==> src/rtl/mcu_pkg.sv <==
// Shared definitions for the MCU-side blocks of the convolution datapath.
package mcu_pkg;

  localparam logic [2:0] ST_IDLE  = 3'd0;
  localparam logic [2:0] ST_LOAD  = 3'd1;
  localparam logic [2:0] ST_CHBLK = 3'd2;
  localparam logic [2:0] ST_RUN   = 3'd3;
  localparam logic [2:0] ST_DRAIN = 3'd4;

  // Bits needed to hold values 0..v-1, never less than 1 so it can size a vector.
  function automatic int clog2(input int v);
    int r;
    r = 0;
    while ((1 << r) < v) r++;
    return (r < 1) ? 1 : r;
  endfunction

endpackage

==> src/rtl/addr_counter.sv <==
// Address counter with synchronous clear, enable and terminal-count compare.
module addr_counter #(
  parameter int BITS_ADDR = 10
) (
  input  logic                 clk,
  input  logic                 rst,
  input  logic                 i_clr,
  input  logic                 i_en,
  input  logic [BITS_ADDR-1:0] i_last,
  output logic [BITS_ADDR-1:0] o_cnt,
  output logic                 o_tc
);

  logic [BITS_ADDR-1:0] r_cnt;

  always_ff @(posedge clk or posedge rst) begin
    if (rst)       r_cnt <= '0;
    else if (i_clr) r_cnt <= '0;
    else if (i_en)  r_cnt <= r_cnt + 1'b1;
  end

  assign o_cnt = r_cnt;
  assign o_tc  = (r_cnt == i_last);

endmodule

==> src/rtl/mcu_seq.sv <==
// Column sequencer: loads one pixel column into the MCU, sweeps the read
// address with sop/eop markers, then waits out the convolution pipeline.
module mcu_seq
  import mcu_pkg::*;
#(
  parameter int BITS_IMAGEN = 11,
  parameter int BITS_DATA   = BITS_IMAGEN,
  parameter int BITS_ADDR   = 10,
  parameter int PIPE_LAT    = 4
) (
  input  logic                 clk,
  input  logic                 rst,
  input  logic                 i_start,
  input  logic [BITS_ADDR-1:0] i_len,
  input  logic [BITS_DATA-1:0] i_data,
  input  logic                 i_valid,
  output logic                 o_ready,
  output logic [BITS_DATA-1:0] o_Data,
  output logic                 o_wvalid,
  output logic [BITS_ADDR-1:0] o_WAddr,
  output logic [BITS_ADDR-1:0] o_RAddr,
  output logic                 o_chblk,
  output logic                 o_sop,
  output logic                 o_eop,
  output logic                 o_busy,
  output logic                 o_done
);

  localparam int DW = clog2(PIPE_LAT + 1);

  logic [2:0]           r_state, w_nstate;
  logic [BITS_ADDR-1:0] r_len, w_last, w_wcnt, w_rcnt;
  logic [DW-1:0]        r_dcnt;
  logic                 w_start, w_xfer, w_wtc, w_rtc, w_run, w_dlast;
  logic                 r_ready, r_wvalid, r_chblk, r_sop, r_eop, r_busy, r_done;
  logic [BITS_DATA-1:0] r_Data;
  logic [BITS_ADDR-1:0] r_WAddr, r_RAddr;

  assign w_start = (r_state == ST_IDLE) && i_start && (i_len != '0);
  assign w_xfer  = i_valid && r_ready;
  assign w_run   = (r_state == ST_RUN);
  assign w_last  = r_len - 1'b1;
  assign w_dlast = (r_state == ST_DRAIN) && (r_dcnt == DW'(PIPE_LAT));

  addr_counter #(.BITS_ADDR(BITS_ADDR)) u_wcnt (
    .clk(clk), .rst(rst), .i_clr(w_start), .i_en(w_xfer),
    .i_last(w_last), .o_cnt(w_wcnt), .o_tc(w_wtc)
  );

  addr_counter #(.BITS_ADDR(BITS_ADDR)) u_rcnt (
    .clk(clk), .rst(rst), .i_clr(r_state == ST_CHBLK), .i_en(w_run),
    .i_last(w_last), .o_cnt(w_rcnt), .o_tc(w_rtc)
  );

  always_comb begin
    w_nstate = r_state;
    case (r_state)
      ST_IDLE:  if (w_start)         w_nstate = ST_LOAD;
      ST_LOAD:  if (w_xfer && w_wtc) w_nstate = ST_CHBLK;
      ST_CHBLK:                      w_nstate = ST_RUN;
      ST_RUN:   if (w_rtc)           w_nstate = ST_DRAIN;
      ST_DRAIN: if (w_dlast)         w_nstate = ST_IDLE;
      default:                       w_nstate = ST_IDLE;
    endcase
  end

  // Status outputs are registered from the next state so they line up with r_state.
  always_ff @(posedge clk or posedge rst) begin
    if (rst) begin
      r_state  <= ST_IDLE;
      r_len    <= '0;
      r_dcnt   <= '0;
      r_ready  <= 1'b0;
      r_busy   <= 1'b0;
      r_wvalid <= 1'b0;
      r_Data   <= '0;
      r_WAddr  <= '0;
      r_RAddr  <= '0;
      r_chblk  <= 1'b0;
      r_sop    <= 1'b0;
      r_eop    <= 1'b0;
      r_done   <= 1'b0;
    end else begin
      r_state  <= w_nstate;
      r_ready  <= (w_nstate == ST_LOAD);
      r_busy   <= (w_nstate != ST_IDLE);
      r_wvalid <= w_xfer;
      r_chblk  <= (r_state == ST_CHBLK);
      r_sop    <= w_run && (w_rcnt == '0);
      r_eop    <= w_run && w_rtc;
      r_done   <= w_dlast;
      r_dcnt   <= (r_state == ST_DRAIN) ? r_dcnt + 1'b1 : '0;
      if (w_start) r_len <= i_len;
      if (w_xfer) begin
        r_Data  <= i_data;
        r_WAddr <= w_wcnt;
      end
      if (w_run) r_RAddr <= w_rcnt;
    end
  end

  assign o_ready  = r_ready;
  assign o_Data   = r_Data;
  assign o_wvalid = r_wvalid;
  assign o_WAddr  = r_WAddr;
  assign o_RAddr  = r_RAddr;
  assign o_chblk  = r_chblk;
  assign o_sop    = r_sop;
  assign o_eop    = r_eop;
  assign o_busy   = r_busy;
  assign o_done   = r_done;

endmodule

==> config.mk <==
export PLATFORM = sky130hd
export DESIGN_NAME = mcu_seq
export DESIGN_NICKNAME = d
export VERILOG_FILES = /design/src/rtl/mcu_pkg.sv /design/src/rtl/addr_counter.sv /design/src/rtl/mcu_seq.sv
export SDC_FILE = /design/constraint.sdc
export NUM_CORES = 1
export LEC_CHECK = 0
export BUFFER_PORTS_ARGS = -buffer_cell sky130_fd_sc_hd__buf_2
export CAP_MARGIN = 0
export CORE_MARGIN = 10
export CORE_UTILIZATION = 45
export DETAILED_ROUTE_END_ITERATION = 8
export PLACE_DENSITY = 0.66
export SLEW_MARGIN = 10
export SYNTH_ARGS = -nofsm -noshare
export SYNTH_HDL_FRONTEND = slang
export SYNTH_SLANG_ARGS = --single-unit
==> constraint.sdc <==
create_clock -name clk -period 3 [get_ports clk]
set_input_delay 0.3 -clock clk [delete_from_list [all_inputs] [get_ports clk]]
set_output_delay 0.3 -clock clk [all_outputs]
set_load 0.05 [all_outputs]
Word level (Yosys, flattened, before mapping)
Index checks and enable logic that the tools add are counted.
{ "word_totals": {"ff_bits": 74} }
{ "classes": {"addsub": 4, "eq_ne": 8, "mux": 10, "reduce_logical": 13} }
{ "ops": {"columns": ["cell", "count"], "rows": [
  ["$mux 10", 4],
  ["$add 10x1->10 const B", 2],
  ["$eq 10x10->1", 2],
  ["$mux 3", 5],
  ["$pmux 3 s5", 1],
  ["$logic_not 10->1", 1],
  ["$reduce_bool 10->1", 1],
  ["$sub 10x1->10 const B", 1],
  ["$logic_and 1x1->1", 7],
  ["$eq 3x1->1 const B", 2],
  ["$eq 3x2->1 const B", 2],
  ["$eq 3x3->1 const B", 2],
  ["$reduce_bool 2->1", 2],
  ["$add 3x1->3 const B", 1],
  ["$logic_not 3->1", 1],
  ["$reduce_bool 3->1", 1]
]} }

Longest topological paths before layout
Gate-level depths: netlist of the first run.
{ "logic_depth": {"ltp_word": 6, "mapped_depth": 9, "depth_no_buf": 8} }

Modules after synthesis
A second synthesis of the first run with hierarchy kept.
{ "hier_totals": {"hier_cells": 299, "area_unflattened_um2": 3470.8} }
{ "by_module_without_submodules": {"columns": ["mod", "instances", "cells_per_inst", "area_per_inst_um2", "seq_area_each_um2"], "rows": [
  ["mcu_seq", 1, 171, 2242.2, 1351.3],
  ["addr_counter", 2, 64, 614.3, 250.2]
]} }

Worst setup path before layout of the first run
Ideal clock, no wire load.
{ "synth_path": {"path_kind": "register to register", "start": "reg r_len[0]", "end": "reg r_state[0]", "setup_ps": 82, "t_arrival_ps": 2456, "slack_ps": 462, "stages_incl_launch_ff": 10, "path_buffers": 1, "synth_period_minus_slack_ps": 2538, "path_cell_list": "dfrtp_1 inv_1 ha_1 clkbuf_1 nor3b_1 nor3b_1 xnor3_1 o2111a_1 a311o_1 a31oi_1"} }
{ "synth_between": {"elab_chain_cells": 5} }
{ "synth_rtl": {"columns": ["item", "line", "text"], "rows": [
  ["start: declaration", "mcu_seq.sv:32", "logic [BITS_ADDR-1:0] r_len, w_last, w_wcnt, w_rcnt;"],
  ["start signal: assignment", "mcu_seq.sv:93", "if (w_start) r_len <= i_len;"],
  ["$sub 10x1->10 (*)", "mcu_seq.sv:42", "assign w_last = r_len - 1'b1;"],
  ["$eq 10x10->1", "addr_counter.sv:23", "assign o_tc = (r_cnt == i_last);"],
  ["$logic_and 1x1->1", "mcu_seq.sv:59", "ST_LOAD: if (w_xfer && w_wtc) w_nstate = ST_CHBLK;"],
  ["$mux 3", "mcu_seq.sv:59", null],
  ["$pmux 3 s5 (*)", "mcu_seq.sv:57", "case (r_state)"],
  ["named net w_nstate[0]", "mcu_seq.sv:31", "logic [2:0] r_state, w_nstate;"],
  ["end signal: assignment", "mcu_seq.sv:84", "r_state <= w_nstate;"],
  ["end: declaration", "mcu_seq.sv:31", null]
]} }
Mark *: on every way through the listed nets, which the timed path passes. The rest lies on a longest branch.
A chain may end at the register's enable or synchronous reset.

Worst setup path after layout of the first run
Same ends and word-level chain as after synthesis.

==> results.json, run 1 <==
{
  "status": "finished, final reports clean",
  "vias": 2693,
  "io_pins": 63,
  "clkSinkCount": 74,
  "cts_inserted_buffers": 9,
  "worst_pin_slew_ns": 0.728,
  "netlist_instances": 366,
  "finalWeightedCongestion": 0.878,
  "vdd_drop_max_v": 0.000426,
  "instances_no_fill": 532,
  "drtIter0Drc": 83,
  "final_cell_mix": "nand2_1 (92), dfrtp_1 (74), buf_2 (62), nor2_1 (28), xnor2_1 (20)",
  "fin_worst_skew_ns": 0.0110,
  "rsz0062_at_grt": "no",
  "initial_utilization": 0.462,
  "path_class": "flip-flop to flip-flop",
  "maxCapViolCount": 0,
  "io_buffers": 62,
  "drc": 0,
  "cts_resized": 0,
  "antenna_found_initial": 0,
  "path_max_fanout": 6,
  "wl_per_cell_um": 14.8,
  "cp_top_family": "simple AND/OR/NAND/NOR gates",
  "cts_root_buffer": "clkbuf_8",
  "dieArea_um2": 11900,
  "final.period_utilization": 0.937,
  "synth_area_per_cell_um2": 9.76,
  "cts_setup_buffers": 0,
  "dp.cells": 516,
  "critPathRequiredTime_ns": 3.21,
  "p_leak_nw": 2.08,
  "die_w_um": 109,
  "core_um2": 7730,
  "crit_path_cell_trace": "or4_4 > or3_1 > a2111oi_2 > nand4_1 > o41ai_1 > a31oi_1",
  "yosysWarnings": 0,
  "p_per_area_nw_per_um2": 972,
  "area.growth.synth_to_final_pct": 18.6,
  "clk_latency_ns": 0.35,
  "grt_pass1_wl_mm": 13.1,
  "cts_tree": "done",
  "antenna_left": 0,
  "min_path_type": "input port to async pin",
  "fmax_mhz": 356,
  "slew_violations": 0,
  "syn_nets": 397,
  "placementRows": 32,
  "nets": 456,
  "final_common_cell": "nand2_1",
  "syn_area_um2": 3570,
  "grt_max_degree": 43,
  "worstSetupStartpointType": "flip-flop",
  "cp.arrival_ns": 3.02,
  "antenna_cells": 0,
  "htreeDepth": 3,
  "slew_headroom": 0.510,
  "drive_gt1_frac": 0.237,
  "grt_use_total": 0.138,
  "fp.dieH_um": 109,
  "ys_ff_latch": 74,
  "ctsLongestPathBuffers": 2,
  "cp_num_buf_inv": 0,
  "hold_buffers": 0,
  "cp-end-kind": "flip-flop",
  "fin_crit_ns": 2.81,
  "hold_viol": 0,
  "ys_types": 37,
  "n_fill_cell": 733,
  "setup_viol_count_final": 0,
  "overflow": 0,
  "crit_path_top_delay_cell": "or4_4",
  "finalWirelength_mm": 7.85,
  "dp_hpwl_mm": 5.75,
  "grt_pass1_vias": 2648,
  "clk_pin_slew_worst_paths_ns": 0.08,
  "detail_route.first_pass.iterations": 5,
  "tns_ns": 0,
  "max_stage_delay_ns": 0.59,
  "seq_area_frac_synth": 0.518,
  "avgViaCountPerCell": 5.06
}
[through the flow]
step	instance area [µm²]	total power, mW	setup WS, ns	utilization	hold WS [ns]
after floorplan	3570	2.81	0.462	-	0.405
after global placement	3990	3.15	0.346	0.516	0.448
after detailed placement	3990	3.19	0.241	0.516	0.446
after CTS	4240	4.16	0.215	0.548	0.0658
after global routing	4240	4.40	0.108	0.548	0.0898
final	4240	4.12	0.188	0.548	0.0429
[Yosys cell counts]
master,n,area share
xnor2_1,20,0.049
nand2b_1,3,0.0053
a21oi_1,9,0.013
and2_1,1,0.0018
nor2_1,28,0.029
mux2i_1,1,0.0028
nor4_1,10,0.018
mux2_2,14,0.044
nand3_1,6,0.0084
inv_1,11,0.012
a221oi_1,2,0.0049
nor3b_1,2,0.0042
a2111oi_2,1,0.0042
ha_1,6,0.021
xor2_1,14,0.034
a31o_1,1,0.0025
and4b_1,2,0.0056
a31oi_1,2,0.0035
dfrtp_1,74,0.52
nor3_1,4,0.0056
xnor3_1,4,0.025
inv_2,1,0.0010
or2_2,1,0.0018
o2111a_1,2,0.0063
clkbuf_1,16,0.017
buf_1,2,0.0021
nand4_1,6,0.011
nor2b_1,1,0.0018
o21ai_0,17,0.024
or3_1,4,0.0070
a31o_2,1,0.0025
and3_1,3,0.0053
a311o_1,1,0.0028
nand2_1,92,0.097
or4_4,1,0.0032
o21bai_1,2,0.0042
o41ai_1,1,0.0025
[sequential cells by signal, indices dropped and copies added, names as in the netlist, 3 cells and up]
register	count
o_Data	11
o_RAddr	10
o_WAddr	10
r_dcnt	3
r_len	10
r_state	3
u_rcnt.o_cnt	10
u_wcnt.o_cnt	10
[metal layers]
layer  vias to the layer above  routed length (µm)  track usage
li1                       1341                   -            -
met1                      1284                3500        0.171
met2                        57                3740        0.221
met3                        11                 488       0.0413
met4                         0                 125       0.0546
met5                         -                   0            0
[where the power goes]
group	switching (mW)	leakage, nW	internal, mW
clock	0.372	0.119	0.576
combinational	0.988	1.01	0.642
sequential	0.303	0.950	1.24
[layout make-up]
| type | instances | area [µm²] | area share |
|---|---|---|---|
| well taps | 102 | 128 | 0.0301 |
| clock buffers | 10 | 138 | 0.0325 |
| inverters | 12 | 45.0 | 0.0106 |
| clock inverters | 6 | 114 | 0.0269 |
| repair buffers | 66 | 353 | 0.0833 |
| multi-input cells | 262 | 1610 | 0.380 |
| flip-flops and latches | 74 | 1850 | 0.437 |
[cell families (layout without fill, tap and decap cells)]
logic type,count (synthesis),count (layout),share of synthesized area
AOI/OAI and AO/OA,39,39,0.0697
buffers and inverters,30,94,0.0315
and+or+nand+nor,164,164,0.204
muxes,15,15,0.0469
DFF,74,74,0.518
xor gates and xnor gates,38,38,0.109
adders and majority gates,6,6,0.0210
[path summary, 6_finish.rpt]
kind / from / to / slack (ns) / depth (start not counted)
min in group clk: i_data[6] / o_Data[6] / 0.13 / 3
max in group asynchronous: rst / u_rcnt.o_cnt[8] / 2.29 / 3
max reg2reg: r_len[0] / r_state[0] / 0.19 / 6
min: rst / o_Data[3] / 0.04 / 2
min reg2reg: o_WAddr[6] / o_WAddr[6] / 0.47 / 2
max: r_len[0] / r_state[0] / 0.19 / 6
No activity file was read; power rests on OpenSTA's default activity.
==> run 2: changes to the inputs <==
--- a/config.mk
+++ b/config.mk
@@ -10,7 +10,7 @@
 export CORE_MARGIN = 10
 export CORE_UTILIZATION = 45
 export DETAILED_ROUTE_END_ITERATION = 8
-export PLACE_DENSITY = 0.66
+export PLACE_DENSITY_LB_ADDON = 0.12
 export SLEW_MARGIN = 10
 export SYNTH_ARGS = -nofsm -noshare
 export SYNTH_HDL_FRONTEND = slang
==> run 2 against run 1 <==
Net effect:
- sequential cell count stayed put
- sequential share of layout area is 0.35 points higher
- largest power group unchanged
- power is 2.7% lower
- critical endpoint unchanged
- critical path type unchanged
- hold slack better by 0.047 ns
==> results.json, run 2 (synthesis gave the netlist of run 1 again) <==
{
  "status": "finished, final reports clean",
  "antenna_cells": 0,
  "worstSetupStartpointType": "flip-flop",
  "placementRows": 32,
  "cp-end-kind": "flip-flop",
  "max_stage_delay_ns": 0.59,
  "finalWirelength_mm": 7.84,
  "holdWs_ns": 0.0896,
  "cts_resized": 0,
  "nets": 456,
  "core_um2": 7730,
  "io_buffers": 62,
  "critPathRequiredTime_ns": 3.22,
  "final_cell_mix": "nand2_1 (92), dfrtp_1 (74), buf_2 (62), nor2_1 (28), xnor2_1 (20)",
  "antenna_found_initial": 0,
  "cts_setup_buffers": 0,
  "hold_buffers": 0,
  "drive_gt1_frac": 0.237,
  "tns_ns": 0,
  "hold_viol": 0,
  "cts_tree": "done",
  "setup_viol_count_final": 0,
  "path_max_fanout": 6,
  "cp_num_buf_inv": 0,
  "cts_root_buffer": "clkbuf_8",
  "cp_top_family": "simple AND/OR/NAND/NOR gates",
  "largest_register_ffs": 11,
  "vdd_drop_max_v": 0.000553,
  "instances_no_fill": 532,
  "grt_pass1_wl_mm": 13.0,
  "clk_latency_ns": 0.35,
  "clkSinkCount": 74,
  "crit_path_cell_trace": "or4_4 > or3_1 > a2111oi_2 > nand4_1 > o41ai_1 > a31oi_1",
  "crit_path_top_delay_cell": "or4_4",
  "dp_hpwl_mm": 5.71,
  "antenna_left": 0,
  "initial_utilization": 0.462,
  "ctsLongestPathBuffers": 2,
  "min_path_type": "input port to async pin",
  "path_class": "flip-flop to flip-flop",
  "fp.dieH_um": 109,
  "overflow": 0,
  "worst_pin_slew_ns": 0.795,
  "cp.arrival_ns": 2.95,
  "cts_inserted_buffers": 9,
  "dieArea_um2": 11900,
  "slew_violations": 0,
  "maxCapViolCount": 0,
  "fin_worst_skew_ns": 0.0122,
  "drtIter0Drc": 92,
  "fmax_mhz": 366,
  "final_common_cell": "nand2_1",
  "wl_per_cell_um": 14.7,
  "grt_pass1_vias": 2619,
  "io_pins": 63,
  "rsz0062_at_grt": "no",
  "detail_route.first_pass.iterations": 4,
  "p_leak_nw": 2.07,
  "die_w_um": 109,
  "p_per_area_nw_per_um2": 953,
  "grt_max_degree": 39,
  "avgViaCountPerCell": 5.10,
  "finalWeightedCongestion": 0.872,
  "final-seq-area_um2": 1850,
  "vias": 2715,
  "drc": 0,
  "multiInputGateArea_um2": 1610,
  "clk_pin_slew_worst_paths_ns": 0.09,
  "n_fill_cell": 720,
  "htreeDepth": 3,
  "grt_use_total": 0.138,
  "fin_crit_ns": 2.74,
  "area.growth.synth_to_final_pct": 17.7,
  "final.period_utilization": 0.912,
  "slew_headroom": 0.469,
  "dp.cells": 516
}
run 2: final timing paths:
check	start	endpoint	slack, ns	cells after the start
min in group clk	i_data[10]	o_Data[10]	0.13	3
setup reg to reg	r_len[0]	r_state[0]	0.26	6
max in group asynchronous	rst	r_len[9]	2.24	3
setup / recovery	r_len[0]	r_state[0]	0.26	6
hold / removal	rst	o_Data[5]	0.09	2
hold reg to reg	r_dcnt[0]	r_dcnt[0]	0.47	1
run 2: cell type report:
type / instances / area share
clock buffers: 9 / 0.0295
repair buffers: 66 / 0.0840
flip-flops and latches: 74 / 0.441
multi-input cells: 262 / 0.383
well taps: 102 / 0.0304
inverters: 12 / 0.0107
clock inverters: 7 / 0.0223
run 2: where the power goes:
| group | leakage [nW] | switching, mW | internal [mW] |
|---|---|---|---|
| clock network | 0.105 | 0.384 | 0.466 |
| registers | 0.950 | 0.300 | 1.23 |
| logic | 1.01 | 0.981 | 0.640 |
run 2: metrics by stage:
stage,utilization,power [mW],instance area [µm²],worst slack [ns]
after CTS,0.544,4.05,4200,0.255
after global placement,0.516,3.17,3990,0.327
final,0.544,4.01,4200,0.264
after floorplan,-,2.81,3570,0.462
after global routing,0.544,4.30,4200,0.0301
after detailed placement,0.516,3.19,3990,0.273
run 2: per-layer routing:
metal / global-route usage / part of all wire
met1: 0.171 / 0.44
met5: 0 / 0
met4: 0.0678 / 0.024
met2: 0.221 / 0.48
met3: 0.0342 / 0.055
